$ cat src/rtl/mem_port_arbiter.sv
// Arbitrates the single external memory port between instruction fetch and load/store.
// One transaction at a time: IDLE picks an owner, BUSY holds the request, RESP pulses the ack.
module mem_port_arbiter #(
  parameter int ADDR_WIDTH   = 32,
  parameter int DATA_WIDTH   = 32,
  parameter int MAX_WAIT     = 15,
  parameter int STARVE_LIMIT = 4
) (
  input  logic                    clock_in,
  input  logic                    reset_in,
  input  logic                    if_req_in,
  input  logic [ADDR_WIDTH-1:0]   if_addr_in,
  input  logic                    if_flush_in,
  output logic                    if_ack_out,
  output logic                    if_err_out,
  output logic [DATA_WIDTH-1:0]   if_rdata_out,
  input  logic                    lsu_req_in,
  input  logic                    lsu_we_in,
  input  logic [ADDR_WIDTH-1:0]   lsu_addr_in,
  input  logic [DATA_WIDTH-1:0]   lsu_wdata_in,
  input  logic [DATA_WIDTH/8-1:0] lsu_wstrb_in,
  output logic                    lsu_ack_out,
  output logic                    lsu_err_out,
  output logic [DATA_WIDTH-1:0]   lsu_rdata_out,
  output logic                    mem_req_out,
  output logic                    mem_we_out,
  output logic [ADDR_WIDTH-1:0]   mem_addr_out,
  output logic [DATA_WIDTH-1:0]   mem_wdata_out,
  output logic [DATA_WIDTH/8-1:0] mem_wstrb_out,
  input  logic [DATA_WIDTH-1:0]   mem_rdata_in,
  input  logic                    mem_ack_in,
  output logic [1:0]              grant_out
);

  // Handshake: requesters hold req (and its payload) until they see their one-cycle ack;
  // the memory request stays high until mem_ack_in or the wait-state timeout.

  localparam int STRB_WIDTH = DATA_WIDTH / 8;
  localparam logic [7:0] WAIT_LAST  = 8'(MAX_WAIT - 1);
  localparam logic [3:0] STARVE_MAX = 4'(STARVE_LIMIT);

  typedef enum logic [1:0] {IDLE, BUSY, RESP} state_t;
  typedef enum logic [1:0] {OWN_NONE = 2'b00, OWN_IF = 2'b01, OWN_LSU = 2'b10} owner_t;

  state_t                 state_q, state_d;
  owner_t                 owner_q, owner_d;
  logic [7:0]             wait_q, wait_d;
  logic [3:0]             starve_q, starve_d;
  logic                   discard_q, discard_d;
  logic                   err_q, err_d;
  logic [DATA_WIDTH-1:0]  rdata_q, rdata_d;
  logic                   we_q, we_d;
  logic [ADDR_WIDTH-1:0]  addr_q, addr_d;
  logic [DATA_WIDTH-1:0]  wdata_q, wdata_d;
  logic [STRB_WIDTH-1:0]  wstrb_q, wstrb_d;
  logic                   if_starved;
  logic                   resp_if, resp_lsu;

  assign if_starved = if_req_in && (starve_q == STARVE_MAX);

  always_ff @(posedge clock_in) begin
    if (reset_in) begin
      state_q   <= IDLE;
      owner_q   <= OWN_NONE;
      wait_q    <= '0;
      starve_q  <= '0;
      discard_q <= 1'b0;
      err_q     <= 1'b0;
      rdata_q   <= '0;
      we_q      <= 1'b0;
      addr_q    <= '0;
      wdata_q   <= '0;
      wstrb_q   <= '0;
    end else begin
      state_q   <= state_d;
      owner_q   <= owner_d;
      wait_q    <= wait_d;
      starve_q  <= starve_d;
      discard_q <= discard_d;
      err_q     <= err_d;
      rdata_q   <= rdata_d;
      we_q      <= we_d;
      addr_q    <= addr_d;
      wdata_q   <= wdata_d;
      wstrb_q   <= wstrb_d;
    end
  end

  always_comb begin
    state_d   = state_q;
    owner_d   = owner_q;
    wait_d    = wait_q;
    starve_d  = starve_q;
    discard_d = discard_q;
    err_d     = err_q;
    rdata_d   = rdata_q;
    we_d      = we_q;
    addr_d    = addr_q;
    wdata_d   = wdata_q;
    wstrb_d   = wstrb_q;
    case (state_q)
      IDLE: begin
        wait_d    = '0;
        discard_d = 1'b0;
        if (lsu_req_in && !if_starved) begin
          owner_d = OWN_LSU;
          we_d    = lsu_we_in;
          addr_d  = lsu_addr_in;
          wdata_d = lsu_wdata_in;
          wstrb_d = lsu_we_in ? lsu_wstrb_in : '0;
          state_d = BUSY;
          // LSU only wins over a pending fetch while starve_q < STARVE_MAX, so no overflow.
          if (if_req_in) starve_d = starve_q + 4'd1;
        end else if (if_req_in) begin
          owner_d  = OWN_IF;
          we_d     = 1'b0;
          addr_d   = if_addr_in;
          wdata_d  = '0;
          wstrb_d  = '0;
          starve_d = '0;
          state_d  = BUSY;
        end
      end
      BUSY: begin
        wait_d = wait_q + 8'd1;
        if (owner_q == OWN_IF && if_flush_in) discard_d = 1'b1;
        if (mem_ack_in) begin
          rdata_d = we_q ? '0 : mem_rdata_in;
          err_d   = 1'b0;
          state_d = RESP;
        end else if (wait_q == WAIT_LAST) begin
          rdata_d = '0;
          err_d   = 1'b1;
          state_d = RESP;
        end
      end
      RESP: begin
        wait_d  = '0;
        state_d = IDLE;
      end
      default: state_d = IDLE;
    endcase
  end

  // A flush arriving in the RESP cycle itself must still swallow the fetch ack.
  assign resp_if  = (state_q == RESP) && (owner_q == OWN_IF) && !discard_q && !if_flush_in;
  assign resp_lsu = (state_q == RESP) && (owner_q == OWN_LSU);

  assign if_ack_out    = resp_if;
  assign if_err_out    = resp_if && err_q;
  assign if_rdata_out  = resp_if ? rdata_q : '0;
  assign lsu_ack_out   = resp_lsu;
  assign lsu_err_out   = resp_lsu && err_q;
  assign lsu_rdata_out = resp_lsu ? rdata_q : '0;

  assign mem_req_out   = (state_q == BUSY);
  assign mem_we_out    = we_q;
  assign mem_addr_out  = addr_q;
  assign mem_wdata_out = wdata_q;
  assign mem_wstrb_out = wstrb_q;
  assign grant_out     = (state_q == BUSY) ? owner_q : OWN_NONE;

endmodule
$ cat config.mk
export PLATFORM = sky130hd
export DESIGN_NAME = mem_port_arbiter
export DESIGN_NICKNAME = d
export VERILOG_FILES = /design/src/rtl/mem_port_arbiter.sv
export SDC_FILE = /design/constraint.sdc
export NUM_CORES = 1
export LEC_CHECK = 0
export CAP_MARGIN = 20
export CORE_MARGIN = 2
export CORE_UTILIZATION = 41
export DETAILED_ROUTE_END_ITERATION = 10
export GPL_TIMING_DRIVEN = 0
export PLACE_DENSITY = 0.87
export SETUP_SLACK_MARGIN = 0.3
export SYNTH_ARGS = -nofsm -noshare
export SYNTH_HDL_FRONTEND = slang
export SYNTH_SLANG_ARGS = --single-unit
$ cat constraint.sdc
create_clock -name clock_in -period 1.72 [get_ports clock_in]
set_input_delay 0.344 -clock clock_in [delete_from_list [all_inputs] [get_ports clock_in]]
set_output_delay 0.344 -clock clock_in [all_outputs]
set_load 0.05 [all_outputs]
* Word-level counts from Yosys, hierarchy flattened
Index checks and enable logic that the tools add are counted.
Widths: inputs -> output; s select.
** Cells by class
- Add/sub/neg operators :: 2
- Eq/ne operators :: 9
- Muxes and demuxes :: 28
- Reductions and logical operators :: 23
** Operator list (count)
- $mux 32 :: 9
- $mux 4 :: 5
- $pmux 8 s2 :: 1
- $mux 2 :: 6
- $reduce_and 2->1 :: 5
- $logic_and 1x1->1 :: 9
- $add 8x1->8 const B :: 1
- $eq 8x4->1 const B :: 1
- $reduce_bool 2->1 :: 4
- $mux 1 :: 5
- $add 4x1->4 const B :: 1
- $eq 2x1->1 const B :: 2
- $eq 2x2->1 const B :: 2
- $eq 4x3->1 const B :: 1
- $pmux 2 s2 :: 1
- $logic_not 1->1 :: 3
- $ne 3x1->1 const B :: 1
- $ne 3x3->1 const B :: 1
- $logic_not 2->1 :: 1
- $ne 2x1->1 const B :: 1
- $pmux 1 s2 :: 1
- $reduce_or 2->1 :: 1
** Storage, ports and cells
- Flip-flop bits (word level) :: 119
- Input port bits :: 139
- Output and inout bits :: 140
- Word-level logic and storage cells :: 73

* Logic depth before layout (Yosys ltp)
Gate-level depths: netlist of the first run.
- Word-level depth :: 6
- Gate-level depth with buffers :: 7
- Gate-level depth less buffers :: 5

* Worst setup path after synthesis of the first run
No wires, ideal clock.
- Path type :: register -> output
- Start point :: register state_q[0]
- End point :: output if_rdata_out[22]
- Arrival time :: 1959 ps
- Required time :: 1376 ps
- Setup slack :: -583 ps
- Cell stages (with the launch flop) :: 6
- Path buffers :: 2
- Cells stage by stage :: dfxtp_1 buf_6 nand4bb_1 nor3_2 clkbuf_1 and2_1
** Between the ends
- Word-level cells in the longest chain between the ends :: 5
** RTL lines
- start: declaration :: line 45 : state_t state_q, state_d;
- start signal: assignment :: line 75 : state_q <= state_d;
- $eq 2x2->1 :: line 146 : assign resp_if = (state_q == RESP) && (owner_q == OWN_IF) && !discard_q && !if_flush_in;
- $logic_and 1x1->1 (3 in a row) :: line 146
- via if_ack_out :: line 14 : output logic if_ack_out,
- $mux 32 :: line 151 : assign if_rdata_out = resp_if ? rdata_q : '0;
- end: declaration :: line 16 : output logic [DATA_WIDTH-1:0] if_rdata_out,
The timed path passes the listed nets, and every way through them passes these cells.

* Worst setup path after layout of the first run
- Start point :: register state_q[0]
- End point :: output if_rdata_out[13]
** Between the ends
- Word-level cells in the longest chain between the ends :: 5
** RTL lines (line)
- $eq 2x2->1 :: 146
- $logic_and 1x1->1 (3 in a row) :: 146
- $mux 32 :: 151
No other way between the ends.

==> key figures, run 1 <==
Layout
  – Fraction of final layout cells sized beyond drive strength 1: 0.5176
  – Area grow syn2layout: 106.2%
  – Ant diodes: 0
  – # nets final: 1183

Worst setup path
  – CP cell instances: buf_6 > nand4bb_4 > nor3_4 > buf_12 > clkbuf_16 > and2_4 > buf_8
  – CP Depth: 7
  – Worst R2R End: mem_addr_out[16]
  – Critical path arrival: 1.91 ns
  – Critical path origin: state_q[0]
  – WP data required: 1.38 ns
  – R2R depth: 10
  – Worst setup path endpoint: if_rdata_out[13]
  – CP max FO: 6
  – Worst path max stage delay: 0.32 ns
  – Internal reg-to-reg setup slack: -0.12 ns
  – CP max stage cell: dfxtp_2
  – Worst setup SP type: register
  – Start of the worst register-to-register path: state_q[0]
  – Crit path buf inv count: 4
  – CP delay by family, top: buffers and inverters
  – Crit path kind: reg -> out
  – Critical path capture point type: primary output

GRT
  – Number of global-route vias before repair: 7207
  – Largest net degree at the start of global routing: 17
  – Antenna violations before repair: 0
  – Overflow after GRT: 0
  – First-pass GRT wire length: 38.17 mm
  – Tot GR Track Use: 0.3332

Floorplan
  – Die Y: 121.1 microns
  – Starting Density: 0.4231
  – Die W: 121.1 microns
  – Die Footprint: 14670 sq um
  – Row count: 42
  – Ports: 279
  – Core region area: 13300 sq um

Power
  – Power density over cell area: 802.2 nW/um^2
  – LEAKAGE: 0.004457 uW
  – Combinational share of power: 0.299
  – Sequential Power Share: 0.332
  – Max VDD drop: 0.6236 mV
  – Clock power frac: 0.369
  – Internal power: 6277 uW
  – Power, Total: 9304 uW
  – Net switching power figure: 3027 uW
  – Sw Ratio: 0.3254

STA
  – Relative max-transition margin: 0.5154
  – Final setup violation count: 119
  – Worst slew pin tran: 0.7269 ns
  – Final Hold Violating Endpoints: 0
  – Pins over their slew limit: 0
  – Tcrit/Tclk final: 1.311
  – Unrepaired setup endpoints after global routing: true
  – F_max: 443.6 MHz
  – Final WS setup: -0.5343 ns
  – Skew final: 0.009021 ns
  – Min Tclk post-route: 2.254 ns

Clock network
  – Clock Sinks: 119
  – Worst-path clk slew: 0.05 ns
  – H-tree levels: 4
  – Root Buffer: clkbuf_16
  – Clock latency on the worst-skew pair: 0.42 ns
  – Max clock buf depth: 2
  – Num CTS Buffers: 17
  – CTS tree: built

Drt
  – Starting DRT DRC Count: 566
  – Detailed Route WL: 29.14 mm
  – DRC viols: 0
  – Detail Route Antenna Nets: 0
  – Via count: 7567
  – Drt via density: 6.167
  – Avg WL per Cell: 23.75 microns
  – Drt first pass iters: 5

Place
  – Port bufs: 278
  – Routability congestion estimate: 0.8430
  – DP Worst Slack: -1.088 ns
  – Dpl hpwl: 15.57 mm

Logic synthesis
  – Seq/Total Area, Yosys: 0.4235
  – Post-synth top area cell: dfxtp_1
  – Post-synth cell types: 42
  – FF+latch count, synth: 119
  – Syn nets: 825
  – Syn Area/Cell: 8.248 sq um
  – Yosys warnings: 0
  – Syn Std Cell Area: 5625 sq um
  – Synth top area cells: dfxtp_1 42%, a21oi_1 9.5%, and2_1 7.6%
  – Share of the synthesized area in the top cell type: 0.4235
  – Mapped Cells: 682

Outcome
  – Failing checks: negative setup slack
  – Status: finished with violations

Worst hold path
  – Hold Startpoint: mem_wdata_out[31]
  – Hold WC Path Type: reg -> reg

Run
  – Max Cap Viol: 0
power groups by stage:
stage / Combinational (uW) / Clock [uW] / Sequential, uW
final: 2780 / 3440 / 3090
after global routing: 2880 / 3560 / 3100
after CTS: 2330 / 3420 / 3070
after detailed placement: 1960 / 0 / 3120
after global placement: 1930 / 0 / 3120
after floorplan: 693 / 0 / 3540
how the worst min path moves through the flow:
| stage | endpoint | slack (ns) | cells past startpoint |
|---|---|---|---|
| final | mem_wdata_out[31] | 0.48 | 2 |
| after global routing | mem_wdata_out[21] | 0.49 | 2 |
| after CTS | mem_wdata_out[10] | 0.47 | 2 |
| after detailed placement | mem_wdata_out[2] | 0.47 | 2 |
| after global placement | mem_wdata_out[16] | 0.46 | 2 |
| after floorplan | err_q | 0.44 | 1 |
placed cells by master (no fill, tap or decap), types with 6 or more instances in the layout:
master / count
a21oi_1: 46
o2111ai_1: 27
clkinv_2: 6
clkbuf_2: 12
buf_4: 21
nor2_1: 7
a31oi_1: 31
nand3_2: 59
buf_6: 37
clkbuf_4: 12
a21oi_4: 6
and2_4: 65
a211oi_2: 23
buf_12: 6
clkbuf_16: 30
clkdlybuf4s50_1: 136
a21oi_2: 55
clkbuf_8: 7
buf_8: 90
buf_2: 63
o21ai_1: 16
clkbuf_1: 21
o21ai_0: 55
dfxtp_2: 6
a211oi_1: 12
dfxtp_1: 110
Yosys cell counts:
library cell,count
a211oi_1,35
or3b_1,1
nand2_1,3
nor3_2,1
nor4b_1,1
nand4_1,5
nor3b_1,2
ha_1,4
or2_2,1
or2_1,1
nor2_2,1
nor2b_1,2
o2111ai_1,32
clkbuf_2,1
inv_2,1
nand2b_1,3
a31oi_1,33
nand3_1,66
a211oi_2,1
buf_2,31
and4bb_1,1
dfxtp_1,119
o21ai_0,74
and4bb_2,1
nor3_1,4
clkbuf_1,48
and3b_1,1
and4b_1,1
a21oi_1,107
buf_6,1
inv_1,4
nor2_1,8
a21o_1,1
mux2i_1,1
or3_1,4
xor2_1,3
nand4b_1,4
o32ai_1,1
nand4bb_1,1
and2_1,68
nor4bb_1,2
xnor2_1,3
area by class of cell:
cell class | instances | area (sq um)
sequential | 119 | 2401
fill | 603 | 1697
multi-input combinational | 478 | 3995
tap | 176 | 220.2
buffer | 81 | 797.0
timing repair buffer | 338 | 3603
clock buffer | 20 | 446.7
inverter | 5 | 28.78
clock inverter | 10 | 106.4
tightest hold or removal path, delay by kind of cell, from the launching register on:
family	cells	cell delay, ns
DFF	1	0.30
AOI/OAI and AO/OA	2	0.12
routing by layer:
layer  track usage  wire, microns  vias to the layer above
li1              -              -                     3262
met1        0.3604          10370                     3665
met2        0.6078          14810                      515
met3       0.08036           2577                      125
met4        0.1566           1386                        0
met5             0              0                        -
sequential cells by signal, indices dropped and copies added (netlist names):
signal         flops
err_q              1
starve_q           4
mem_addr_out      32
rdata_q           32
state_q            2
mem_we_out         1
wait_q             8
mem_wdata_out     32
owner_q            2
mem_wstrb_out      4
discard_q          1
timing repair:
| action | in CTS | in global routing |
|---|---|---|
| gates resized for setup | 1164 | 147 |
| endpoints found under the setup margin | 250 | 190 |
| hold buffers | 0 | 0 |
| pin swaps | 110 | 104 |
| buffers inserted | 21 | 14 |
| gates cloned | 15 | 11 |
cells by family after synthesis:
kind of cell	after synthesis	share of synthesized area
muxes	1	0.001779
DFF	119	0.4235
xor gates and xnor gates	6	0.009343
AOI/OAI and AO/OA	284	0.2994
and+or+nand+nor	182	0.1913
adders and majority gates	4	0.008897
buffers and inverters	86	0.06583
metrics by stage:
step | utilization | cell area, sq um | std cells | hold WS (ns) | setup TNS, ns
2_1_floorplan | - | 5887 | 682 | 0.4410 | 0
3_3_place_gp | 0.6686 | 8890 | 1136 | 0.4569 | -103.15
3_5_place_dp | 0.6686 | 8890 | 1136 | 0.4652 | -107.52
4_1_cts | 0.8037 | 10690 | 1202 | 0.4704 | -30.33
5_1_grt | 0.8724 | 11600 | 1227 | 0.4857 | -37.87
6_report | 0.8724 | 11600 | 1227 | 0.4761 | -31.75
No activity file was read; power rests on OpenSTA's default activity.
==> run 2, diff against run 1 <==
--- a/config.mk
+++ b/config.mk
@@ -10,8 +10,9 @@
 export CORE_UTILIZATION = 41
 export DETAILED_ROUTE_END_ITERATION = 10
 export GPL_TIMING_DRIVEN = 0
-export PLACE_DENSITY = 0.87
+export PLACE_DENSITY = 0.89
 export SETUP_SLACK_MARGIN = 0.3
+export SKIP_LAST_GASP = 1
 export SYNTH_ARGS = -nofsm -noshare
 export SYNTH_HDL_FRONTEND = slang
 export SYNTH_SLANG_ARGS = --single-unit
==> key figures, run 2 (synthesis gave the netlist of run 1 again) <==
Outcome
  – Status: finished with violations
  – Failing checks: negative setup slack

Worst setup path
  – Crit path kind: reg -> out
  – Worst path max stage delay: 0.38 ns
  – CP max stage cell: dfxtp_1
  – CP delay by family, top: simple AND/OR/NAND/NOR gates
  – Worst setup SP type: register
  – Critical path capture point type: primary output
  – WP data required: 1.38 ns
  – Critical path arrival: 1.96 ns
  – CP cell instances: nand4bb_4 > nor3_4 > buf_12 > clkbuf_8 > and2_4 > buf_8
  – Crit path buf inv count: 3
  – CP max FO: 6

Power
  – Net switching power figure: 3040 uW
  – Sw Ratio: 0.3280
  – Sequential Power Share: 0.334
  – Internal power: 6228 uW
  – LEAKAGE: 0.004423 uW
  – Max VDD drop: 0.7480 mV
  – Clock power frac: 0.366
  – Power density over cell area: 814.4 nW/um^2
  – Combinational share of power: 0.299

Drt
  – Detailed Route WL: 28.86 mm
  – Drt first pass iters: 6
  – Detail Route Antenna Nets: 0
  – Starting DRT DRC Count: 664
  – Avg WL per Cell: 23.41 microns
  – DRC viols: 0
  – Drt via density: 6.183
  – Via count: 7624

GRT
  – Antenna violations before repair: 1
  – Tot GR Track Use: 0.3186
  – Overflow after GRT: 0
  – Number of global-route vias before repair: 7223
  – First-pass GRT wire length: 37.09 mm
  – Largest net degree at the start of global routing: 17

STA
  – Final setup violation count: 102
  – Unrepaired setup endpoints after global routing: true
  – F_max: 434.6 MHz
  – Final Hold Violating Endpoints: 0
  – Pins over their slew limit: 0
  – Min Tclk post-route: 2.301 ns
  – Tcrit/Tclk final: 1.338
  – Relative max-transition margin: 0.5010
  – Final WS setup: -0.5808 ns
  – Worst slew pin tran: 0.7485 ns
  – Skew final: 0.006256 ns

Clock network
  – Clock Sinks: 119
  – Num CTS Buffers: 17
  – Hold Buf Count CTS: 0
  – Worst-path clk slew: 0.06 ns
  – Clock latency on the worst-skew pair: 0.41 ns
  – CTS tree: built
  – Root Buffer: clkbuf_16
  – H-tree levels: 4
  – Max clock buf depth: 2

Floorplan
  – Ports: 279
  – Die W: 121.1 microns
  – Die Footprint: 14670 sq um
  – Core region area: 13300 sq um
  – Die Y: 121.1 microns
  – Row count: 42
  – Starting Density: 0.4231

Place
  – DP Worst Slack: -1.110 ns
  – Dpl hpwl: 15.32 mm
  – Port bufs: 278
  – Dpl cells: 1136
  – Routability congestion estimate: 0.8651

Layout
  – Area grow syn2layout: 102.3%
  – Non-filler cells, final: 1233
  – Most frequent cells in the layout: 136 x clkdlybuf4s50_1, 111 x dfxtp_1, 71 x buf_2
  – Most common cell after layout, fill and taps aside: clkdlybuf4s50_1
  – Fillers: 684
  – Fraction of final layout cells sized beyond drive strength 1: 0.4754
  – # nets final: 1186

Worst hold path
  – Hold WC Path Type: reg -> reg

Run
  – Max Cap Viol: 0
[run 2: changes by cell type in the layout (fill, tap and decap cells not counted), sizes merged]
cell / before / now
clkbuf: 82 / 81
and4bb: 3 / 2
buf: 219 / 227
bufinv: 2 / 1
clkinvlp: 1 / 2
clkinv: 7 / 6
diode: 0 / 1
[run 2: per-layer routing]
metal / up-vias / global-route usage / wire length (microns)
met5: - / 0 / 0
met3: 143 / 0.08553 / 2516
met4: 0 / 0.1631 / 1656
met1: 3636 / 0.3468 / 10430
met2: 584 / 0.5657 / 14260
li1: 3261 / - / -
[run 2: what timing repair did]
action                                 in CTS  in global routing
setup buffers                              19                 23
endpoints found under the hold margin       0                  0
resized for setup                        1006                249
gates cloned                               11                 11
pin swaps                                  21                 78
setup endpoints to repair                 250                189
[run 2: power by group through the flow]
stage | Combinational (uW) | Clock, uW | Sequential (uW)
global placement | 1930 | 0 | 3110
floorplan | 693 | 0 | 3540
CTS | 2120 | 3370 | 3060
detailed placement | 1960 | 0 | 3120
global route | 2890 | 3520 | 3110
finish | 2770 | 3400 | 3100
[run 2: through the flow]
stage | hold WS, ns | utilization | power [uW] | TNS [ns] | area [sq um]
final | 0.4633 | 0.8560 | 9268 | -36.24 | 11380
after global routing | 0.4931 | 0.8560 | 9524 | -40.70 | 11380
after CTS | 0.4690 | 0.7580 | 8557 | -31.09 | 10080
after detailed placement | 0.4655 | 0.6686 | 5075 | -107.88 | 8890
after global placement | 0.4571 | 0.6686 | 5041 | -104.25 | 8890
after floorplan | 0.4410 | - | 4235 | 0 | 5887
[run 2: layout make-up]
type	instances	area, sq um	share of cell area
diodes	1	2.502	0.0002199
repair buffers	342	3478	0.3056
clock inverters	9	75.07	0.006596
flip-flops and latches	119	2400	0.2109
plain buffers	81	812.0	0.07135
inverters	5	26.28	0.002309
multi-input cells	477	3889	0.3417
clock buffers	23	478.0	0.04200
well taps	176	220.2	0.01935
[run 2: tightest hold or removal path: cells and delay by family (launching register included)]
family | cells | cell delay (ns)
DFF | 1 | 0.31
AOI/OAI and AO/OA | 2 | 0.10
[run 2: path summary, 6_finish.rpt]
check | start | endpoint | depth (start not counted) | slack (ns)
hold / removal | mem_wdata_out[15] | mem_wdata_out[15] | 2 | 0.46
setup reg to reg | state_q[0] | rdata_q[12] | 10 | -0.21
setup / recovery | owner_q[1] | if_rdata_out[13] | 6 | -0.58
hold reg to reg | mem_wdata_out[15] | mem_wdata_out[15] | 2 | 0.46
==> run 3, diff against run 2 <==
--- a/config.mk
+++ b/config.mk
@@ -7,10 +7,12 @@
 export LEC_CHECK = 0
 export CAP_MARGIN = 20
 export CORE_MARGIN = 2
-export CORE_UTILIZATION = 41
+export CORE_UTILIZATION = 37
 export DETAILED_ROUTE_END_ITERATION = 10
 export GPL_TIMING_DRIVEN = 0
-export PLACE_DENSITY = 0.89
+export HOLD_SLACK_MARGIN = 0.02
+export MAX_ROUTING_LAYER = met4
+export PLACE_DENSITY = 0.86
 export SETUP_SLACK_MARGIN = 0.3
 export SKIP_LAST_GASP = 1
 export SYNTH_ARGS = -nofsm -noshare
==> constraint.sdc (replaced) <==
create_clock -name clock_in -period 2 [get_ports clock_in]
set_input_delay 0.4 -clock clock_in [delete_from_list [all_inputs] [get_ports clock_in]]
set_output_delay 0.4 -clock clock_in [all_outputs]
set_load 0.05 [all_outputs]
==> key figures, run 3 (synthesis gave the netlist of run 1 again) <==
Clock network
  – CTS tree: built
  – Max clock buf depth: 2
  – Worst-path clk slew: 0.06 ns
  – Num CTS Buffers: 17
  – H-tree levels: 4
  – Clock latency on the worst-skew pair: 0.41 ns
  – Root Buffer: clkbuf_16
  – Clock Sinks: 119

STA
  – Skew final: 0.01498 ns
  – Tcrit/Tclk final: 1.124
  – F_max: 444.9 MHz
  – Worst slew pin tran: 0.6048 ns
  – Unrepaired setup endpoints after global routing: true
  – Final TNS setup: -11.67 ns
  – Min Tclk post-route: 2.248 ns
  – Final WS setup: -0.2477 ns
  – Relative max-transition margin: 0.5968
  – Pins over their slew limit: 0
  – Final Hold Violating Endpoints: 0
  – Final setup violation count: 70

Worst setup path
  – Critical path origin: state_q[0]
  – CP max FO: 10
  – Crit path kind: reg -> out
  – Critical path arrival: 1.85 ns
  – WP data required: 1.60 ns
  – Start of the worst register-to-register path: state_q[0]
  – Internal reg-to-reg setup slack: 0.27 ns
  – R2R depth: 8
  – Worst setup path endpoint: if_rdata_out[6]
  – Worst setup SP type: register
  – Worst R2R End: rdata_q[13]
  – Critical path capture point type: primary output

Worst hold path
  – Hold WC Path Type: reg -> reg

Layout
  – # nets final: 1148
  – Area grow syn2layout: 84.43%
  – Fraction of final layout cells sized beyond drive strength 1: 0.3026
  – Most common cell after layout, fill and taps aside: clkdlybuf4s50_1
  – Most frequent cells in the layout: 136 x clkdlybuf4s50_1, 112 x dfxtp_1, 104 x a21oi_1

Floorplan
  – Core region area: 15030 sq um
  – Ports: 279
  – Die W: 127.3 microns
  – Die Y: 127.3 microns
  – Starting Density: 0.3742
  – Row count: 45
  – Die Footprint: 16210 sq um

Run
  – Max Cap Viol: 0

Power
  – Max VDD drop: 0.4883 mV
  – LEAKAGE: 0.004013 uW
  – Power, Total: 7756 uW
  – Power density over cell area: 747.6 nW/um^2

GRT
  – Largest net degree at the start of global routing: 17
  – Overflow after GRT: 0
  – First-pass GRT wire length: 33.31 mm
  – Tot GR Track Use: 0.2647
  – Number of global-route vias before repair: 6588
  – Antenna violations before repair: 1

Drt
  – Detailed Route WL: 22.96 mm
  – Starting DRT DRC Count: 459
  – Via count: 6854
  – DRC viols: 0
  – Drt via density: 5.674
  – Detail Route Antenna Nets: 0
  – Avg WL per Cell: 19.01 microns
  – Drt first pass iters: 6

Place
  – Dpl hpwl: 15.40 mm
  – DP Worst Slack: -0.8791 ns
  – Routability congestion estimate: 0.8995
  – Port bufs: 278

Outcome
  – Status: finished with violations
  – Failing checks: negative setup slack
[run 3: cell count changes in the layout (fill, tap and decap cells not counted), sizes merged]
cell / before / now
inv: 5 / 7
dlymetal6s2s: 0 / 2
clkinv: 6 / 7
clkinvlp: 2 / 1
diode: 1 / 2
dlygate4sd2: 2 / 10
buf: 227 / 129
clkdlybuf4s15: 0 / 46
bufinv: 1 / 4
clkbuf: 81 / 80
[run 3: per-layer routing]
metal  global-route usage  share of wire  wire (microns)
met1               0.3008           0.39            8912
met2               0.4416           0.49           11330
met3              0.06951          0.083            1907
met4               0.1131          0.035             809
met5                    -              0               0
[run 3: layout make-up]
| class | count | area [sq um] |
|---|---|---|
| antenna | 2 | 5.005 |
| clock buffer | 18 | 439.2 |
| sequential | 119 | 2394 |
| tap | 188 | 235.2 |
| buffer | 81 | 585.6 |
| clock inverter | 14 | 198.9 |
| inverter | 5 | 26.28 |
| timing repair buffer | 304 | 3319 |
| multi-input combinational | 477 | 3172 |
| fill | 1148 | 4658 |
[run 3: where the power goes]
group | total [uW] | switching [uW] | internal, uW
Sequential | 2640 | 107 | 2530
Clock | 3270 | 1140 | 2130
Combinational | 1850 | 1090 | 762
[run 3: timing repair]
action / in CTS / in global routing
hold buffers: 0 / 0
setup buffers: 8 / 14
setup endpoints to repair: 242 / 225
gates resized for setup: 658 / 225
pin swaps: 2 / 11
gates cloned: 1 / 3
[run 3: worst min-delay path by stage]
stage                              endpoint  slack [ns]         startpoint  cells past startpoint
after CTS                  mem_wdata_out[6]        0.47   mem_wdata_out[6]                      2
after floorplan                   wait_q[7]        0.45          wait_q[7]                      2
after global placement    mem_wdata_out[14]        0.46  mem_wdata_out[14]                      2
after global routing       mem_wdata_out[5]        0.50   mem_wdata_out[5]                      2
after detailed placement   mem_wdata_out[6]        0.47   mem_wdata_out[6]                      2
final                     mem_wdata_out[10]        0.47  mem_wdata_out[10]                      2
[run 3: critical path, cell delays in order, from the launching register on]
cell	delay, ns
dfxtp_2	0.32
buf_6	0.12
nand4bb_4	0.22
nor3_4	0.16
buf_12	0.17
buf_8	0.13
and2_4	0.16
buf_8	0.14
[run 3: stage by stage]
stage | std cells | cell area, sq um | utilization | hold slack (ns)
after floorplan | 682 | 5788 | - | 0.4539
after global placement | 1148 | 8806 | 0.5858 | 0.4564
after detailed placement | 1148 | 8806 | 0.5858 | 0.4655
after CTS | 1189 | 9798 | 0.6518 | 0.4688
after global routing | 1207 | 10370 | 0.6900 | 0.4977
final | 1208 | 10380 | 0.6901 | 0.4713
